### src/rtl/banked_register_file.sv
// Banked accumulator register file: NUM_BANKS GPR banks, ACC/STATUS context push/pop, DBAR/DOFF/IBAR/IOFF, two mux read ports.
// Latency: reads are combinational from pre-edge state; writes visible next cycle; push/pop completes in 2 cycles, with ctx_ack in the cycle after.
// Backpressure: ctx_busy drops all register writes and new requests; requests are also ignored while ctx_ack is high. Optional macro: REGFILE_DMAR_AUTOINC_EN.
module banked_register_file #(
  parameter int DATA_W         = 8,
  parameter int I_ADDR_WIDTH   = 12,
  parameter int D_ADDR_WIDTH   = 12,
  parameter int NUM_GPR        = 8,
  parameter int NUM_BANKS      = 4,
  parameter int REG_ADDR_WIDTH = 4,
  localparam int DEPTH_W       = $clog2(NUM_BANKS)
) (
  input  logic                      clk,
  input  logic                      reset_n,
  output logic [DATA_W-1:0]         acc_out,
  input  logic [DATA_W-1:0]         acc_in,
  input  logic                      acc_write_enable,
  input  logic                      acc_src_sel,
  input  logic                      put_enable,
  input  logic [REG_ADDR_WIDTH-1:0] put_addr,
  input  logic [REG_ADDR_WIDTH-1:0] rd_addr_a,
  input  logic [REG_ADDR_WIDTH-1:0] rd_addr_b,
  output logic [DATA_W-1:0]         rd_data_a,
  output logic [DATA_W-1:0]         rd_data_b,
  input  logic                      status_write_enable,
  input  logic [3:0]                flags,
  input  logic                      dmar_inc,
  output logic [D_ADDR_WIDTH-1:0]   dmar,
  output logic [I_ADDR_WIDTH-1:0]   imar,
  input  logic                      ctx_push_req,
  input  logic                      ctx_pop_req,
  output logic                      ctx_ack,
  output logic                      ctx_busy,
  output logic [DEPTH_W-1:0]        ctx_depth,
  output logic                      ctx_err
);

  // Base registers hold the address bits above the DATA_W-wide offset.
  localparam int DBAR_W = D_ADDR_WIDTH - DATA_W;
  localparam int IBAR_W = I_ADDR_WIDTH - DATA_W;

  localparam logic [REG_ADDR_WIDTH-1:0] ADDR_ACC    = REG_ADDR_WIDTH'(8);
  localparam logic [REG_ADDR_WIDTH-1:0] ADDR_DBAR   = REG_ADDR_WIDTH'(9);
  localparam logic [REG_ADDR_WIDTH-1:0] ADDR_DOFF   = REG_ADDR_WIDTH'(10);
  localparam logic [REG_ADDR_WIDTH-1:0] ADDR_IBAR   = REG_ADDR_WIDTH'(11);
  localparam logic [REG_ADDR_WIDTH-1:0] ADDR_IOFF   = REG_ADDR_WIDTH'(12);
  localparam logic [REG_ADDR_WIDTH-1:0] ADDR_STATUS = REG_ADDR_WIDTH'(13);

  typedef enum logic [1:0] {
    CTX_IDLE = 2'd0,
    CTX_PUSH = 2'd1,
    CTX_POP  = 2'd2
  } ctx_state_t;

  ctx_state_t state;

  logic [DATA_W-1:0] gpr [NUM_BANKS][NUM_GPR];
  logic [DATA_W-1:0] acc;
  logic [DATA_W-1:0] status;
  logic [DATA_W-1:0] status_nxt;
  logic [DBAR_W-1:0] dbar;
  logic [DATA_W-1:0] doff;
  logic [IBAR_W-1:0] ibar;
  logic [DATA_W-1:0] ioff;
  logic [DATA_W-1:0] shadow_acc    [NUM_BANKS];
  logic [DATA_W-1:0] shadow_status [NUM_BANKS];
  logic [DEPTH_W-1:0] depth;
  logic               busy;
  logic               ack;
  logic               err;

  // Write qualifiers: every architectural write is frozen while a context switch is in flight.
  logic put_ok;
  logic put_gpr;
  logic pop_load;
  logic push_legal;
  logic pop_legal;

  assign put_ok     = put_enable && !busy;
  assign put_gpr    = put_ok && (put_addr < REG_ADDR_WIDTH'(NUM_GPR));
  assign pop_load   = (state == CTX_POP);
  assign push_legal = ctx_push_req && !ctx_pop_req && (depth < DEPTH_W'(NUM_BANKS - 1));
  assign pop_legal  = ctx_pop_req && !ctx_push_req && (depth != '0);

  // Shared read decode; GPRs come from the bank selected by the current depth.
  function automatic logic [DATA_W-1:0] read_reg(input logic [REG_ADDR_WIDTH-1:0] addr);
    logic [DATA_W-1:0] val;
    val = '0;
    for (int i = 0; i < NUM_GPR; i++) begin
      if (addr == REG_ADDR_WIDTH'(i)) val = gpr[depth][i];
    end
    case (addr)
      ADDR_ACC:    val = acc;
      ADDR_DBAR:   val = DATA_W'(dbar);
      ADDR_DOFF:   val = doff;
      ADDR_IBAR:   val = DATA_W'(ibar);
      ADDR_IOFF:   val = ioff;
      ADDR_STATUS: val = status;
      default:     ;
    endcase
    return val;
  endfunction

  // Two independent combinational read ports, no bypass from same-cycle writes.
  always_comb begin
    rd_data_a = read_reg(rd_addr_a);
    rd_data_b = read_reg(rd_addr_b);
  end

  // STATUS next value: a PUT supplies all bits, ALU flags then win on the low nibble.
  always_comb begin
    status_nxt = status;
    if (put_ok && (put_addr == ADDR_STATUS)) status_nxt = acc;
    if (status_write_enable) status_nxt[3:0] = flags;
  end

  // ACC: restored from the shadow on pop, otherwise loaded from acc_in or read port A.
  always_ff @(posedge clk or negedge reset_n) begin
    if (!reset_n) begin
      acc <= '0;
    end else if (pop_load) begin
      acc <= shadow_acc[depth - DEPTH_W'(1)];
    end else if (acc_write_enable && !busy) begin
      acc <= acc_src_sel ? rd_data_a : acc_in;
    end
  end

  // STATUS: restored on pop, otherwise updated from PUT and ALU flags.
  always_ff @(posedge clk or negedge reset_n) begin
    if (!reset_n) begin
      status <= '0;
    end else if (pop_load) begin
      status <= shadow_status[depth - DEPTH_W'(1)];
    end else if (!busy) begin
      status <= status_nxt;
    end
  end

  // Banked GPRs: a PUT lands in the active bank only; other banks hold their contents.
  always_ff @(posedge clk or negedge reset_n) begin
    if (!reset_n) begin
      for (int b = 0; b < NUM_BANKS; b++) begin
        for (int i = 0; i < NUM_GPR; i++) begin
          gpr[b][i] <= '0;
        end
      end
    end else begin
      for (int b = 0; b < NUM_BANKS; b++) begin
        for (int i = 0; i < NUM_GPR; i++) begin
          if (put_gpr && (depth == DEPTH_W'(b)) && (put_addr == REG_ADDR_WIDTH'(i))) begin
            gpr[b][i] <= acc;
          end
        end
      end
    end
  end

`ifdef REGFILE_DMAR_AUTOINC_EN
  // DMAR increment treats {DBAR,DOFF} as one counter so the offset carry reaches the base.
  logic [D_ADDR_WIDTH-1:0] dmar_next;
  logic                    inc_go;
  assign dmar_next = {dbar, doff} + D_ADDR_WIDTH'(1);
  assign inc_go    = dmar_inc && !(put_enable && ((put_addr == ADDR_DBAR) || (put_addr == ADDR_DOFF)));
`else
  // Without auto-increment the request input has no effect.
  logic unused_dmar_inc;
  assign unused_dmar_inc = dmar_inc;
`endif

  // Address registers: PUT loads (bases truncated), optional DMAR post-increment yields to a PUT.
  always_ff @(posedge clk or negedge reset_n) begin
    if (!reset_n) begin
      dbar <= '0;
      doff <= '0;
      ibar <= '0;
      ioff <= '0;
    end else if (!busy) begin
`ifdef REGFILE_DMAR_AUTOINC_EN
      if (inc_go) {dbar, doff} <= dmar_next;
`endif
      if (put_ok) begin
        case (put_addr)
          ADDR_DBAR: dbar <= acc[DBAR_W-1:0];
          ADDR_DOFF: doff <= acc;
          ADDR_IBAR: ibar <= acc[IBAR_W-1:0];
          ADDR_IOFF: ioff <= acc;
          default:   ;
        endcase
      end
    end
  end

  // Context FSM: accepts push/pop in IDLE, saves shadows on push, completes one cycle later.
  always_ff @(posedge clk or negedge reset_n) begin
    if (!reset_n) begin
      state <= CTX_IDLE;
      depth <= '0;
      busy  <= 1'b0;
      ack   <= 1'b0;
      err   <= 1'b0;
      for (int b = 0; b < NUM_BANKS; b++) begin
        shadow_acc[b]    <= '0;
        shadow_status[b] <= '0;
      end
    end else begin
      ack <= 1'b0;
      case (state)
        CTX_IDLE: begin
          if (!ack) begin
            if (push_legal) begin
              shadow_acc[depth]    <= acc;
              shadow_status[depth] <= status;
              state                <= CTX_PUSH;
              busy                 <= 1'b1;
            end else if (pop_legal) begin
              state <= CTX_POP;
              busy  <= 1'b1;
            end else if (ctx_push_req || ctx_pop_req) begin
              err <= 1'b1;
              ack <= 1'b1;
            end
          end
        end
        CTX_PUSH: begin
          depth <= depth + DEPTH_W'(1);
          state <= CTX_IDLE;
          busy  <= 1'b0;
          ack   <= 1'b1;
        end
        CTX_POP: begin
          depth <= depth - DEPTH_W'(1);
          state <= CTX_IDLE;
          busy  <= 1'b0;
          ack   <= 1'b1;
        end
        default: begin
          state <= CTX_IDLE;
          busy  <= 1'b0;
        end
      endcase
    end
  end

  assign acc_out   = acc;
  assign dmar      = {dbar, doff};
  assign imar      = {ibar, ioff};
  assign ctx_ack   = ack;
  assign ctx_busy  = busy;
  assign ctx_depth = depth;
  assign ctx_err   = err;

endmodule

### config.mk
export PLATFORM = sky130hd
export DESIGN_NAME = banked_register_file
export DESIGN_NICKNAME = d
export VERILOG_FILES = /design/src/rtl/banked_register_file.sv
export SDC_FILE = /design/constraint.sdc
export NUM_CORES = 1
export LEC_CHECK = 0
export ABC_AREA = 1
export CORE_ASPECT_RATIO = 0.9
export CORE_MARGIN = 5
export CORE_UTILIZATION = 50
export DETAILED_ROUTE_END_ITERATION = 10
export PLACE_DENSITY = 0.68
export SLEW_MARGIN = 40
export SYNTH_ARGS = -nofsm -noshare
export SYNTH_HDL_FRONTEND = slang
export SYNTH_SLANG_ARGS = --single-unit
### constraint.sdc
create_clock -name clk -period 3.2 [get_ports clk]
set_input_delay 0.48 -clock clk [delete_from_list [all_inputs] [get_ports clk]]
set_output_delay 0.48 -clock clk [all_outputs]
set_load 0.01 [all_outputs]
==> out/qor.yml, run 1 <==
synthTopCellsByCount: "nand2_1 (709), o21ai_0 (392), dfrtp_1 (367)"
synth_area_leaders: "dfrtp_1 (52%), nand2_1 (15%), o21ai_0 (11%)"
finalPower_mw: 18.4
synth-simple-area-share: 0.240
yosysMostFrequentCell: "nand2_1"
setup_ws_ns: -0.0593
critPathBufInv: 2
hold_class: "reg -> reg"
rows: 65
htreeDepth: 2
nets: 2348
synthXorXnorAreaFrac: 0.000500
layout.cells.non_filler: 2803
violations: "negative setup slack"
track_usage: 0.287
yosysTopAreaCellShare: 0.525
portBuffers: 84
antenna_cells: 0
path_max_fanout: 46
setup_viol: 7
cp.arrival_ns: 2.78
hpwl_um: 37900
ant_nets: 0
synth_edf_count: 0
dominantRegCellSynth: "dfrtp_1"
drv_slew: 0
synth_nets: 2244
grt_max_degree: 67
vias: 15800
cts_sinks: 367
ys_warn_count: 0
synth_compound_area_frac: 0.165
cts_tree: "built"
p_per_area_mw_per_mm2: 879
syn_to_final_growth_pct: 19.4
hold_viol: 0
clock_latency_ns: 0.55
status: "finished with violations"
drive_above_1_share: 0.0977
tightest_slew_ns: 0.637
dr.pass1.iters: 5
synth.avg_cell_area_um2: 7.94
ioPinCount: 86
maxCapViolCount: 0
grt_pass1_vias: 15100
max-clock-path-buffers: 3
cp_top_family: "simple AND/OR/NAND/NOR gates"
gr-total-overflow: 0
fmax_mhz: 307
critPathCaptureType: "output port"
peakVddDrop_uv: 612
hold_slack_ns: 0.377
finClkSkew_ns: 0.0195
path_class: "reg -> out"
initial_core_util: 0.503
routabilityCongestion: 0.899
cts.clk_slew.worst_paths_ns: 0.06
drt_iter0_drc: 1680
ys_seq_area_frac: 0.525
routedWlPerCell_um: 20.2
yosys_register_bits: 367
crit_required_ns: 2.72
die_h_um: 188
async_reset_ff_frac: 1.00
routed_wl_um: 56600
syn_inst: 2204
post-route-period-util: 1.02
crit_slowest_cell: "dfrtp_4"
critPathLaunchType: "flop"
synth_area_leader_cell: "dfrtp_1"
synth_adder_area_share: 0.00500
synth_cell_types: 39
place_inst: 2729
viasPerCell: 5.64
syn-cell-area_mm2: 0.0175
fin_tns_setup_ns: -0.226
slew_headroom: 0.575
die-area_mm2: 0.0389
rsz0062_at_grt: "true"
numCtsBuffers: 39
leakage_nw: 9.48
cp_cell_sequence: "buf_12 -> nand2_1 -> nand3_1 -> nand3_1 -> nand2_1 -> a31oi_2 -> o2111ai_2 -> o21ai_0 -> nand4_1 -> dlygate4sd2_1"
dieWidth_um: 207
fin_crit_ns: 3.26
synthMuxAreaShare: 0
grt_antenna_before_repair: 1
drcViolationCount: 0
cts-root-buf: "clkbuf_16"
coreArea_mm2: 0.0348
grt_first_pass_wirelength_um: 88200
synth_top_family_by_area: "simple AND/OR/NAND/NOR gates"
critPathMaxStageDelay_ns: 0.55
[layout by cell type, fill, tap and decap left out, types with 3 or more instances in the layout]
cell,Yosys,final
inv_1,110,110
buf_4,7,102
bufinv_16,0,3
nand3_1,177,166
a221o_1,4,4
dlygate4sd2_1,0,10
buf_6,6,4
o211ai_1,6,6
a32o_1,3,3
dfrtp_1,367,365
nand2_1,709,708
o2111ai_2,0,3
clkinv_2,0,4
clkbuf_2,0,3
nor2_1,114,109
o21ai_1,13,17
clkdlybuf4s50_1,0,67
o2111ai_1,6,3
buf_12,0,15
o221ai_1,6,6
nand3_2,0,11
nor3_1,10,10
clkbuf_8,0,11
clkbuf_16,0,41
nor2_2,0,5
o22ai_1,60,58
nand4_1,15,15
a21oi_2,1,3
nor2_4,4,4
a21oi_1,29,27
ha_1,7,7
o21ai_0,392,388
a221oi_1,4,4
clkbuf_1,68,7
[cell families after synthesis]
logic type / count (synthesis)
AO/OA/AOI/OAI: 534
XOR/XNOR: 1
adder cells (fa/ha/maj): 7
buffers and inverters: 260
flip-flops: 367
AND/OR/NAND/NOR: 1035
[power by group]
group | leakage (nW) | total, mW | switching [mW] | internal, mW
registers | 5.01 | 6.23 | 0.639 | 5.59
logic | 3.82 | 7.52 | 4.97 | 2.55
clock network | 0.640 | 4.63 | 1.89 | 2.74
total | 9.48 | 18.4 | 7.50 | 10.9
[sequential cells by signal (all words and copies together) (netlist names)]
signal,count
acc_out,8
state,2
status,8
doff,8
ibar,4
gpr,256
ctx_depth,2
ioff,8
dbar,4
ctx_busy,1
ctx_err,1
ctx_ack,1
shadow_status,32
shadow_acc,32
[worst paths after layout]
| kind | from | end | slack [ns] | depth (start not counted) |
|---|---|---|---|---|
| max in group asynchronous | reset_n | ctx_depth[0] | 1.72 | 4 |
| worst max-delay path | ctx_depth[0] | rd_data_b[2] | -0.06 | 10 |
| min in group asynchronous | reset_n | ioff[1] | 0.43 | 2 |
| worst min register to register | shadow_status[7] | shadow_status[7] | 0.38 | 0 |
| worst max register to register | ctx_depth[0] | gpr[184] | 0.42 | 8 |
| worst min-delay path | shadow_status[7] | shadow_status[7] | 0.38 | 0 |
[routing by layer]
layer | track usage | vias to the layer above | wire length [um]
met2 | 0.433 | 599 | 25000
met5 | 0 | - | 7
met1 | 0.421 | 7559 | 25400
met3 | 0.0601 | 112 | 4390
met4 | 0.0862 | 2 | 1810
li1 | - | 7530 | -
[metrics by stage]
| stage | cell area (um^2) | utilization | worst slack [ns] |
|---|---|---|---|
| after floorplan | 17500 | - | 0.769 |
| after global placement | 19300 | 0.555 | -0.205 |
| final | 20900 | 0.601 | -0.0593 |
| after CTS | 20800 | 0.597 | -0.164 |
| after global routing | 20900 | 0.601 | -0.131 |
| after detailed placement | 19300 | 0.556 | -0.223 |
[cell type report]
class / instances / area, um^2
Multi-Input combinational cell: 1577 / 7330
Tap cell: 469 / 587
Fill cell: 3188 / 13900
Clock buffer: 57 / 1150
Timing Repair Buffer: 211 / 2060
Inverter: 112 / 433
Sequential cell: 367 / 9190
Clock inverter: 10 / 150
[what timing repair did]
item	4_1_cts	5_1_grt
endpoints found under the setup margin	16	16
hold buffers	1	0
hold endpoints to repair	37	0
buffers inserted	3	0
pin swaps	3	6
gates resized for setup	38	29
cloned	1	2
No activity file was read; power rests on OpenSTA's default activity.
==> run 2: changes to the inputs <==
--- a/config.mk
+++ b/config.mk
@@ -6,12 +6,13 @@
 export NUM_CORES = 1
 export LEC_CHECK = 0
 export ABC_AREA = 1
-export CORE_ASPECT_RATIO = 0.9
+export CAP_MARGIN = 20
+export CORE_ASPECT_RATIO = 1.75
 export CORE_MARGIN = 5
 export CORE_UTILIZATION = 50
 export DETAILED_ROUTE_END_ITERATION = 10
 export PLACE_DENSITY = 0.68
-export SLEW_MARGIN = 40
+export SLEW_MARGIN = 25
 export SYNTH_ARGS = -nofsm -noshare
 export SYNTH_HDL_FRONTEND = slang
 export SYNTH_SLANG_ARGS = --single-unit
==> run 2 against run 1 <==
Non-clock buffer count is 12 higher. Sequential power hardly changed. Critical path type unchanged. Clock-buffer cell count is 2 lower. Cell area is 1.5% higher. Largest cell class unchanged. The flow still finishes with violations (negative setup slack). Largest power group unchanged. Setup slack better by 0.034 ns.
==> out/qor.yml, run 2 (synthesis gave the netlist of run 1 again) <==
setup_ws_ns: -0.0249
hold_viol: 0
r2r_start: "ctx_depth[0]"
startpoint: "ctx_depth[0]"
drive_above_1_share: 0.117
initial_core_util: 0.506
reg_top3: "gpr: 256 flops, shadow_acc: 32 flops, shadow_status: 32 flops"
coreArea_mm2: 0.0346
antenna_cells: 0
die_h_um: 258
violations: "negative setup slack"
portBuffers: 84
post-route-period-util: 1.01
crit_required_ns: 2.72
path_max_fanout: 14
gr-total-overflow: 0
regMostFlops: "gpr"
maxCapViolCount: 0
dr.pass1.iters: 5
slew_headroom: 0.439
die-area_mm2: 0.0390
max-clock-path-buffers: 3
grt_max_degree: 76
layout_common_cells: "nand2_1 (702), o21ai_0 (382), dfrtp_1 (365)"
critPathLaunchType: "flop"
fmax_mhz: 310
rows: 90
routabilityCongestion: 0.963
grt_pass1_vias: 15600
grt_antenna_before_repair: 0
clock_latency_ns: 0.54
track_usage: 0.312
p_per_area_mw_per_mm2: 906
numCtsBuffers: 37
vias: 16100
cts.clk_slew.worst_paths_ns: 0.07
largest_register_ffs: 256
multiInputGateArea_mm2: 0.00749
drv_slew: 0
register_area_mm2: 0.00919
ant_nets: 0
fin_crit_ns: 3.22
routed_wl_um: 63300
nets: 2359
syn_to_final_growth_pct: 21.2
htreeDepth: 2
n_fill_cell: 3065
crit_path_end: "rd_data_b[1]"
ioPinCount: 86
r2r_slack_ns: 0.08
r2r_end: "acc_out[0]"
leakage_nw: 9.63
critPathCaptureType: "output port"
hpwl_um: 40500
status: "finished with violations"
r2r_cells: 22
drcViolationCount: 0
tightest_slew_ns: 0.841
final_util: 0.614
cts_tree: "built"
hold_class: "reg -> reg"
grt_first_pass_wirelength_um: 92300
viasPerCell: 5.73
finClkSkew_ns: 0.0141
rsz0062_at_grt: "true"
cts-root-buf: "clkbuf_16"
dieWidth_um: 151
path_class: "reg -> out"
hold_slack_ns: 0.380
drt_iter0_drc: 1160
setup_viol: 3
peakVddDrop_uv: 619
cp.arrival_ns: 2.74
routedWlPerCell_um: 22.6
mostFrequentLayoutCell: "nand2_1"
cts_sinks: 367
run 2: cell count changes in the layout (fill, tap and decap cells not counted), moves of 4 or more:
cell / previous run / this run
clkbuf_16: 41 / 47
nand3_4: 0 / 4
dlygate4sd2_1: 10 / 0
nand3_2: 11 / 28
buf_2: 0 / 4
nand3_1: 166 / 145
clkbuf_8: 11 / 6
nand2_1: 708 / 702
clkbuf_2: 3 / 10
o21ai_0: 388 / 382
run 2: what timing repair did:
action | CTS | global route
setup buffers | 13 | 14
cloned | 3 | 11
hold buffers | 1 | 0
setup endpoints to repair | 16 | 17
hold endpoints to repair | 55 | 0
pin swaps | 6 | 18
resized for setup | 47 | 97
run 2: where the power goes:
group | switching [mW] | internal, mW
Sequential | 0.610 | 5.59
Combinational | 5.58 | 2.98
Clock | 1.86 | 2.62
Total | 8.05 | 11.2
run 2: per-stage QoR:
step / total power [mW] / TNS, ns / cells / setup WS [ns] / cell area (um^2)
2_1_floorplan: 10.2 / 0 / 2204 / 0.769 / 17500
3_3_place_gp: 13.4 / -0.299 / 2702 / -0.0949 / 19200
3_5_place_dp: 13.5 / -0.286 / 2702 / -0.104 / 19200
4_1_cts: 18.4 / -0.818 / 2784 / -0.196 / 20700
5_1_grt: 20.1 / -0.490 / 2805 / -0.131 / 21200
6_report: 19.2 / -0.0498 / 2805 / -0.0249 / 21200
run 2: layout make-up:
| class | count | area share |
|---|---|---|
| Tap cell | 460 | 0.0271 |
| Multi-Input combinational cell | 1577 | 0.353 |
| Timing Repair Buffer | 223 | 0.108 |
| Sequential cell | 367 | 0.433 |
| Timing Repair inverter | 1 | 0.000413 |
| Clock buffer | 55 | 0.0516 |
| Clock inverter | 10 | 0.00648 |
| Inverter | 112 | 0.0206 |
run 2: how the worst min path moves through the flow:
stage                                 from               end  cells after the start
after global placement    shadow_status[4]  shadow_status[4]                      0
after detailed placement  shadow_status[6]  shadow_status[6]                      0
final                        shadow_acc[5]     shadow_acc[5]                      0
after global routing      shadow_status[2]  shadow_status[2]                      0
after CTS                 shadow_status[0]  shadow_status[0]                      0
after floorplan                    reset_n        acc_out[0]                      0
run 2: critical path, stage by stage, from the launching register on:
cell	delay [ns]
dfrtp_4	0.50
buf_12	0.15
buf_6	0.13
clkbuf_16	0.18
nand2_1	0.10
nand3_2	0.11
nand3_1	0.10
nand2_1	0.08
a31oi_2	0.17
o2111ai_1	0.13
o21ai_1	0.11
nand4_1	0.21
buf_2	0.22
run 2: layer usage:
metal	GRT usage	up-vias	routed length, um	part of all wire
li1	-	7549	-	-
met1	0.373	7671	23200	0.37
met2	0.521	628	30800	0.49
met3	0.0421	212	3360	0.053
met4	0.201	0	5910	0.093
met5	0	-	0	0
